[src/rtl/instruction_fetch.sv]
// -----------------------------------------------------------------------------
// instruction_fetch
//
// Front-end fetch stage. Generates the program counter, issues one 32-bit
// instruction read per request to the instruction memory, and presents a
// latched instruction to decode. A one-bit epoch tags every request so that
// responses to requests made before a redirect are discarded on arrival.
//
// Parameters:
//   RESET_PC         first fetch address after reset (4-byte aligned)
//
// Ports:
//   clk, rst         clock, synchronous active-high reset
//   stall_in         decode cannot accept; decode-facing outputs hold
//   redirect_valid   execute requests a PC change this cycle
//   redirect_pc      new fetch address, bits [1:0] ignored
//   halt             stop issuing requests until redirect or reset
//   imem_req_*       read request (valid/ready handshake, word address)
//   imem_resp_*      in-order read response (data valid, instruction word)
//   pc_output_valid  instruction / instruction_pc are live
//   instruction      latched instruction word
//   instruction_pc   latched address of instruction
//
// Configuration:
//   INSTRUCTION_FETCH_SKID_EN  adds a one-entry skid buffer so fetch keeps
//                              requesting while decode is stalled, giving one
//                              instruction per cycle with 1-cycle memory.
// -----------------------------------------------------------------------------
module instruction_fetch #(
    parameter logic [63:0] RESET_PC = 64'h0
) (
    input  logic        clk,
    input  logic        rst,
    input  logic        stall_in,
    input  logic        redirect_valid,
    input  logic [63:0] redirect_pc,
    input  logic        halt,
    output logic        imem_req_valid,
    output logic [63:0] imem_req_addr,
    input  logic        imem_req_ready,
    input  logic        imem_resp_valid,
    input  logic [31:0] imem_resp_data,
    output logic        pc_output_valid,
    output logic [31:0] instruction,
    output logic [63:0] instruction_pc
);

    localparam logic [31:0] NOP = 32'h0000_0013;

    typedef enum logic [1:0] {IDLE, REQ, WAIT, HALTED} state_e;

    state_e      state_q, state_d;
    logic [63:0] fetch_pc_q, fetch_pc_d;
    logic        epoch_q, epoch_d;
    logic [1:0]  outstanding_q, outstanding_d;
    logic        tag_epoch_q, tag_epoch_d;
    logic [63:0] tag_pc_q, tag_pc_d;
    logic        pc_output_valid_q, pc_output_valid_d;
    logic [31:0] instruction_q, instruction_d;
    logic [63:0] instruction_pc_q, instruction_pc_d;

`ifdef INSTRUCTION_FETCH_SKID_EN
    logic        skid_valid_q, skid_valid_d;
    logic [31:0] skid_data_q, skid_data_d;
    logic [63:0] skid_pc_q, skid_pc_d;
    logic        req_pending_q, req_pending_d;
    logic [1:0]  out_after;
`endif

    logic req_valid;
    logic accept;
    logic resp_take;
    logic resp_live;

    // Redirect targets are forced word-aligned; the low bits carry no meaning.
    logic unused_redirect_bits;
    assign unused_redirect_bits = ^redirect_pc[1:0];

    always_comb begin
        // NOTE: every _d starts as its _q so no branch can leave a latch behind.
        state_d           = state_q;
        fetch_pc_d        = fetch_pc_q;
        epoch_d           = epoch_q;
        tag_epoch_d       = tag_epoch_q;
        tag_pc_d          = tag_pc_q;
        instruction_d     = instruction_q;
        instruction_pc_d  = instruction_pc_q;
        // Valid is a one-cycle offer: it survives only while decode stalls.
        pc_output_valid_d = pc_output_valid_q && stall_in;

        // Responses only count against requests issued since the last reset.
        resp_take = imem_resp_valid && (outstanding_q != 2'd0);
        resp_live = resp_take && (tag_epoch_q == epoch_q) && (state_q != HALTED)
                    && !halt && !redirect_valid;

`ifdef INSTRUCTION_FETCH_SKID_EN
        skid_valid_d = skid_valid_q;
        skid_data_d  = skid_data_q;
        skid_pc_d    = skid_pc_q;
        out_after    = outstanding_q - {1'b0, resp_take};

        // A parked word always goes to decode ahead of a fresh response.
        if (!stall_in && skid_valid_q) begin
            pc_output_valid_d = 1'b1;
            instruction_d     = skid_data_q;
            instruction_pc_d  = skid_pc_q;
            skid_valid_d      = 1'b0;
        end
        if (resp_live) begin
            if (!stall_in && !skid_valid_q) begin
                pc_output_valid_d = 1'b1;
                instruction_d     = imem_resp_data;
                instruction_pc_d  = tag_pc_q;
            end else begin
                skid_valid_d = 1'b1;
                skid_data_d  = imem_resp_data;
                skid_pc_d    = tag_pc_q;
            end
        end

        // Issue only when the eventual response is guaranteed a landing slot
        // even if decode stalls; a request already shown is held until taken.
        req_valid = (state_q == REQ) && !redirect_valid && !halt
                    && (req_pending_q || ((out_after == 2'd0) && !skid_valid_d));
`else
        req_valid = (state_q == REQ);
`endif

        accept        = req_valid && imem_req_ready;
        outstanding_d = outstanding_q + {1'b0, accept} - {1'b0, resp_take};
        if (accept) begin
            tag_epoch_d = epoch_q;
            tag_pc_d    = fetch_pc_q;
            fetch_pc_d  = fetch_pc_q + 64'd4;
        end

`ifdef INSTRUCTION_FETCH_SKID_EN
        req_pending_d = req_valid && !imem_req_ready;
        if (state_q == IDLE || state_q == WAIT) begin
            state_d = REQ;
        end
`else
        case (state_q)
            IDLE: state_d = REQ;
            REQ: begin
                if (accept) begin
                    state_d = WAIT;
                end
            end
            WAIT: begin
                if (resp_take) begin
                    if (resp_live && !stall_in) begin
                        pc_output_valid_d = 1'b1;
                        instruction_d     = imem_resp_data;
                        instruction_pc_d  = tag_pc_q;
                        state_d           = REQ;
                    end else if (resp_live) begin
                        // Nowhere to hold the word: refetch it once decode frees up.
                        fetch_pc_d = tag_pc_q;
                    end else begin
                        state_d = REQ;
                    end
                end else if ((outstanding_q == 2'd0) && !stall_in) begin
                    state_d = REQ;
                end
            end
            HALTED:  state_d = HALTED;
            default: state_d = IDLE;
        endcase
`endif

        // Redirect outranks everything; halt outranks stall and response.
        if (redirect_valid) begin
            fetch_pc_d        = {redirect_pc[63:2], 2'b00};
            epoch_d           = ~epoch_q;
            pc_output_valid_d = 1'b0;
`ifdef INSTRUCTION_FETCH_SKID_EN
            skid_valid_d = 1'b0;
            state_d      = REQ;
`else
            // Drain a wrong-path response before the single slot is reused.
            state_d = (outstanding_d != 2'd0) ? WAIT : REQ;
`endif
        end else if (halt) begin
            state_d           = HALTED;
            pc_output_valid_d = 1'b0;
`ifdef INSTRUCTION_FETCH_SKID_EN
            skid_valid_d = 1'b0;
`endif
        end
    end

    // NOTE: sequential state uses non-blocking assignments only.
    always_ff @(posedge clk) begin
        if (rst) begin
            // NOTE: datapath registers are reset too, so decode sees a defined NOP.
            state_q           <= IDLE;
            fetch_pc_q        <= RESET_PC;
            epoch_q           <= 1'b0;
            outstanding_q     <= 2'd0;
            tag_epoch_q       <= 1'b0;
            tag_pc_q          <= RESET_PC;
            pc_output_valid_q <= 1'b0;
            instruction_q     <= NOP;
            instruction_pc_q  <= RESET_PC;
`ifdef INSTRUCTION_FETCH_SKID_EN
            skid_valid_q  <= 1'b0;
            skid_data_q   <= NOP;
            skid_pc_q     <= RESET_PC;
            req_pending_q <= 1'b0;
`endif
        end else begin
            state_q           <= state_d;
            fetch_pc_q        <= fetch_pc_d;
            epoch_q           <= epoch_d;
            outstanding_q     <= outstanding_d;
            tag_epoch_q       <= tag_epoch_d;
            tag_pc_q          <= tag_pc_d;
            pc_output_valid_q <= pc_output_valid_d;
            instruction_q     <= instruction_d;
            instruction_pc_q  <= instruction_pc_d;
`ifdef INSTRUCTION_FETCH_SKID_EN
            skid_valid_q  <= skid_valid_d;
            skid_data_q   <= skid_data_d;
            skid_pc_q     <= skid_pc_d;
            req_pending_q <= req_pending_d;
`endif
        end
    end

    assign imem_req_valid  = req_valid;
    assign imem_req_addr   = fetch_pc_q;
    assign pc_output_valid = pc_output_valid_q;
    assign instruction     = instruction_q;
    assign instruction_pc  = instruction_pc_q;

endmodule

[config.mk]
export PLATFORM = sky130hd
export DESIGN_NAME = instruction_fetch
export DESIGN_NICKNAME = d
export VERILOG_FILES = /design/src/rtl/instruction_fetch.sv
export SDC_FILE = /design/constraint.sdc
export NUM_CORES = 1
export LEC_CHECK = 0
export BUFFER_PORTS_ARGS = -buffer_cell sky130_fd_sc_hd__buf_2
export CAP_MARGIN = 20
export CORE_ASPECT_RATIO = 1.1
export CORE_UTILIZATION = 39
export DETAILED_ROUTE_END_ITERATION = 16
export GPL_ROUTABILITY_DRIVEN = 0
export MAX_ROUTING_LAYER = met4
export SKIP_CTS_REPAIR_TIMING = 1
export SYNTH_ARGS = -nofsm -noshare
export SYNTH_HDL_FRONTEND = slang
export SYNTH_SLANG_ARGS = --single-unit
export TNS_END_PERCENT = 5
[constraint.sdc]
create_clock -name clk -period 2.4 [get_ports clk]
set_input_delay 0.36 -clock clk [delete_from_list [all_inputs] [get_ports clk]]
set_output_delay 0.36 -clock clk [all_outputs]
set_load 0.03 [all_outputs]
==> Word-level counts from Yosys, hierarchy flattened <==
Cells that the tools add are included.
{ "op_classes": {"n_addsub": 3, "n_eq_ne": 8, "n_mux": 18, "bitwise": 1, "reduce_logical": 20} }
{ "op_table": {"columns": ["operator", "count"], "rows": [
  ["64-bit 2-to-1 mux", 6],
  ["64-bit by 3-bit adder with 64-bit output, second input constant", 1],
  ["2-bit 2-to-1 mux", 8],
  ["1-bit logical AND", 9],
  ["2-bit one-hot mux with 4 select lines", 1],
  ["6-bit != test, second input constant", 1],
  ["3-bit AND reduction", 2],
  ["5-bit != test, second input constant", 1],
  ["2-bit == test, second input constant", 2],
  ["2-bit zero test", 2],
  ["4-bit by 3-bit != test with 1-bit output, second input constant", 1],
  ["2-bit nonzero test", 2],
  ["1-bit zero test", 3],
  ["1-bit 2-to-1 mux", 3],
  ["3-bit OR reduction", 1],
  ["2-bit by 1-bit adder with 2-bit output", 1],
  ["2-bit by 1-bit == test with 1-bit output, second input constant", 1],
  ["2-bit != test, second input constant", 1],
  ["2-bit OR reduction", 1],
  ["2-bit by 1-bit subtractor with 2-bit output", 1],
  ["1-bit == test", 1],
  ["1-bit NOT", 1]
]} }
{ "totals": {"reg_bits": 231, "input_bits": 103, "output_inout_bits": 162, "elab_cells": 60} }

==> Depth between registers and ports, before layout <==
{ "logic_depth": {"ltp_word": 12, "ltp_mapped": 13, "depth_no_buf": 11} }

==> Worst setup path after synthesis <==
No wires, ideal clock.
{ "synth_path": {"path_kind": "input to register", "start": "input port imem_req_ready", "end": "register state_q[1]", "setup_ps": 133, "t_arrival_ps": 2122, "required_ps": 2267, "path_slack_ps": 145, "stages": 12, "path_buffers": 2, "path_cell_list": "and3b_1 -> buf_4 -> inv_2 -> clkbuf_1 -> ha_1 -> inv_1 -> ha_1 -> xor2_1 -> xnor2_1 -> nand2b_1 -> o21ai_0 -> a211oi_1"} }
{ "synth_between": {"elab_chain_len": 6, "elab_cells_between_ends": 8, "cone_classes": "2 x add/sub; 1 x eq/ne; 2 x mux; 3 x reduce/logical"} }
{ "synth_lines": {"columns": ["element", "line", "rtl"], "rows": [
  ["start, declared", "40", "input logic imem_req_ready,"],
  ["1-bit logical AND *", "129", "accept = req_valid && imem_req_ready;"],
  ["2-bit by 1-bit adder with 2-bit output", "130", "outstanding_d = outstanding_q + {1'b0, accept} - {1'b0, resp_take};"],
  ["2-bit by 1-bit subtractor with 2-bit output", "130", null],
  ["2-bit nonzero test", "182", "state_d = (outstanding_d != 2'd0) ? WAIT : REQ;"],
  ["2-bit 2-to-1 mux", "182", null],
  ["2-bit 2-to-1 mux", "173", "if (redirect_valid) begin"],
  ["end signal, assigned", "213", "state_q <= state_d;"],
  ["end, declared", "52", "state_e state_q, state_d;"]
]} }
Mark *: on every way between the ends. The rest lies on a longest branch, timed or not.
A chain may end at the register's enable or synchronous reset.

==> Worst setup path after layout <==
{ "layout_path": {"start": "register fetch_pc_q[7], in the netlist imem_req_addr[7]", "end": "register fetch_pc_q[27], in the netlist imem_req_addr[27]"} }
{ "layout_between": {"elab_chain_len": 7} }
{ "layout_lines": {"columns": ["element", "line", "rtl"], "rows": [
  ["start, declared", "53", "logic [63:0] fetch_pc_q, fetch_pc_d;"],
  ["start signal, assigned", "214", "fetch_pc_q <= fetch_pc_d;"],
  ["64-bit by 3-bit adder with 64-bit output *", "134", "fetch_pc_d = fetch_pc_q + 64'd4;"],
  ["64-bit 2-to-1 mux *", "131", "if (accept) begin"],
  ["64-bit 2-to-1 mux", "157", "end else if (resp_live) begin"],
  ["64-bit 2-to-1 mux", "152", "if (resp_live && !stall_in) begin"],
  ["64-bit 2-to-1 mux", "151", "if (resp_take) begin"],
  ["64-bit 2-to-1 mux *", "143", "case (state_q)"],
  ["64-bit 2-to-1 mux *", "173", null]
]} }
Marks and branches as above.

==> results.md <==
* Worst r2r src: imem_req_addr[7]
* Power Dens Cells at roughly 760 nW/um^2
* Area share of the largest cell type after synthesis at 0.483
* Final setup viols at 0
* Largest net degree at the start of global routing at 81
* Clk slew on worst S/H paths at ~0.06 ns
* CP Max Fanout at 5
* Max Cap Viol at 0
* First-pass iteration count of the detailed router at 5
* Critical Path Source Type: flop
* Floorplan Core Area at between 20000 and 25000 sq um
* Crit path from: imem_req_addr[7]
* Period utilization at 0.933
* Setup_tns at 0 ns
* Synth Area in Compound Gates at 0.170
* Ports at 265
* Antenna-violating nets left at 0
* WHS Endpoint: instruction[4]
* Die width at about 150 um
* I/O Buffers at around 260
* Reg2reg path depth at 7
* Synth top cells by count: nand2_1 (361), dfxtp_1 (231), a21oi_1 (180)
* Slew Viols, Final at 0
* Drt wl/cell at about 16 um
* Share of flip-flops with an asynchronous set or reset at 0
* Top-count cell post-synth: nand2_1
* Final WL at approximately 29 mm
* Initial antenna violation count at 3
* CTS root buf: clkbuf_16
* First-pass GRT wire length at 45.7 mm
* Latest clock arrival within the worst-skew pair at 0.53 ns
* Critical path class: reg -> reg
* Initial core utilization at 0.401
* DR vias/cell at 5.19
* Post-synthesis mux area share at 0
* TritonCTS clock tree: yes
* Area leader, netlist: dfxtp_1
* Top cells by area, synth: dfxtp_1 (48%), nand2_1 (14%), a21oi_1 (9.4%)
* Post-Synth Adder-Cell Area at 0.00392
* H-tree depth at 1
* Post-Synthesis Cells at between 1000 and 1500
* WHS Path Cells at 3
* Post-synthesis sequential area ratio at 0.483
* Crit-path slowest cell: nor4_4
* Post-Syn Area at 9570 sq um
* Fin nets at 1565
* Simple-gate share of the synthesized area at 0.245
* Synth Area in XOR/XNOR at 0.0577
* Largest family of logic cells by synthesized area: simple AND/OR/NAND/NOR gates
* Post-DP Area at roughly 11000 sq um
* Beginning of the worst hold path: imem_resp_data[4]
* Outcome: complete, no violations
* Total power at between 0.009 and 0.01 W
* Post-Place Worst Slack at about 0.019 ns
* Drc violations at 0
* Final hold vios at 0
* Syn avg cell area at ~8.0 sq um
* Ys Warns at 0
* HPWL Detailed at 19.7 mm
* Worst-Margin Slew at about 0.84 ns
* Sequence of cells on the critical path: nand4_2 > nor4_4 > buf_4 > and2_0 > nand4_1 > xor2_1 > o22ai_1
* Synth Flop Type: dfxtp_1
* 1st-iter DRT viols at roughly 410
* Clock skew at around 0.023 ns
* RSZ-0062 raised after global routing: yes
* GRT met3 Usage at 0.0360
* Grt peak-use layer: met2
* Final setup margin at between 0.15 and 0.2 ns
* Slew HR at 0.439
* Unique masters post-synth at 47
* Vias at around 9000
* Total Routing Usage GR at 0.232
* Die area at ~25000 sq um
* Worst endpoint required time at about 2.8 ns
* Core Util, Final at 0.516
* Met2 Use GR at 0.379
* Die height at between 150 and 200 um
* GRT overflow at 0
* Static leakage at slightly below 5 nW
* Met1 Resource Use GR at 0.298
* Area Growth Syn to Fin at 28.6%
* Critical path endpoint category: flop
* Design area at 12300 sq um
* Max frequency at 447 MHz
* R2R Setup Slk at about 0.16 ns
* WP depth at 7
* Hold Path Class: in -> reg
* CP bufs+invs at 1
* CTS sink count at 231
* Vias in the first global route at about 8800
* Yosys reg bits at between 200 and 250
* Share of post-route cells with drive strength above 1 at 0.256
* Tmin final at 2.24 ns
* Top delay family on crit path: simple AND/OR/NAND/NOR gates
* Crit-path max cell delay at 0.50 ns
* CTS max path bufs at 3
* Worst R2R End: imem_req_addr[27]
* Number of flops mapped to enable cells by yosys at 0
* Max VDD drop at 458 uV
* Critical Path AT at approximately 2.6 ns
* Syn Nets at 1307
* Num rows at 59
* TritonCTS buffer count at 25
==> state kept, by name, summed over array words and instances (netlist names), named ones only <==
register and count:
tag_epoch_q 1, state_q 2, epoch_q 1, outstanding_q 2, instruction 32, imem_req_addr 62
tag_pc_q 64, instruction_pc 64
==> routing by layer <==
| layer | routed length, um | part of all wire | vias to the layer above |
|---|---|---|---|
| li1 | - | - | 4630 |
| met1 | 12900 | 0.45 | 4338 |
| met2 | 13700 | 0.48 | 276 |
| met3 | 1850 | 0.064 | 34 |
| met4 | 401 | 0.014 | 0 |
| met5 | 0 | 0 | - |
==> worst max-delay path by stage <==
stage                                    to  slack (ns)
after global placement    imem_req_addr[45]        0.06
final                     imem_req_addr[27]        0.16
after detailed placement  imem_req_addr[45]        0.02
after floorplan                  state_q[1]        0.14
after CTS                 imem_req_addr[45]       0.005
after global routing      imem_req_addr[27]       -0.03
==> worst reg2reg max path: cells and delay by family (launching register included) <==
kind / cells / cell delay (ns)
XOR/XNOR: 1 / 0.16
flip-flops: 1 / 0.41
AND/OR/NAND/NOR: 4 / 1.23
AO/OA/AOI/OAI: 1 / 0.10
buffers and inverters: 1 / 0.23
==> cell usage in the layout, fill, tap and decap left out, drive strengths merged <==
cell	n
nand4	22
a311oi	1
or2	3
a31oi	1
dfxtp	231
bufinv	4
diode	3
or3	7
clkinv	7
nand3b	3
xnor2	42
inv	12
o31ai	2
nand2	361
o32ai	5
ha	3
nor4b	1
a211oi	5
and3	7
nor2	40
nand2b	2
buf	316
a22oi	41
xor2	21
and4	6
nand4b	1
nand3	26
and3b	2
clkbuf	34
o22ai	18
a2111oi	2
and2	1
nor3	12
nor4	22
nor2b	2
o21ai	33
clkinvlp	1
a21oi	180
o21a	1
==> area by class of cell <==
cell class	instances	area (sq um)
Clock buffer	34	699
Clock inverter	12	170
Tap cell	305	382
Timing Repair Buffer	316	1800
Fill cell	2365	11500
Multi-Input combinational cell	873	4580
Inverter	12	45.0
Antenna cell	3	7.51
Sequential cell	231	4620
==> logic make-up (layout without fill, tap and decap cells) <==
logic type | count (synthesis) | in the layout
AOI/OAI and AO/OA | 289 | 289
other | 0 | 3
and+or+nand+nor | 518 | 518
DFF | 231 | 231
xor gates and xnor gates | 63 | 63
adders and majority gates | 3 | 3
buffers and inverters | 97 | 374
==> stage by stage <==
stage / hold WS, ns / instances
2_1_floorplan: 0.439 / 1201
3_3_place_gp: 0.440 / 1734
5_1_grt: 0.0533 / 1786
4_1_cts: 0.0345 / 1780
3_5_place_dp: 0.443 / 1734
6_report: 0.0567 / 1786
==> where the power goes <==
group	switching, W	internal (W)	total (W)
sequential	0.000148	0.00398	0.00413
clock	0.00157	0.00247	0.00404
combinational	0.000734	0.000389	0.00112
(Power assumes the default switching activity.)
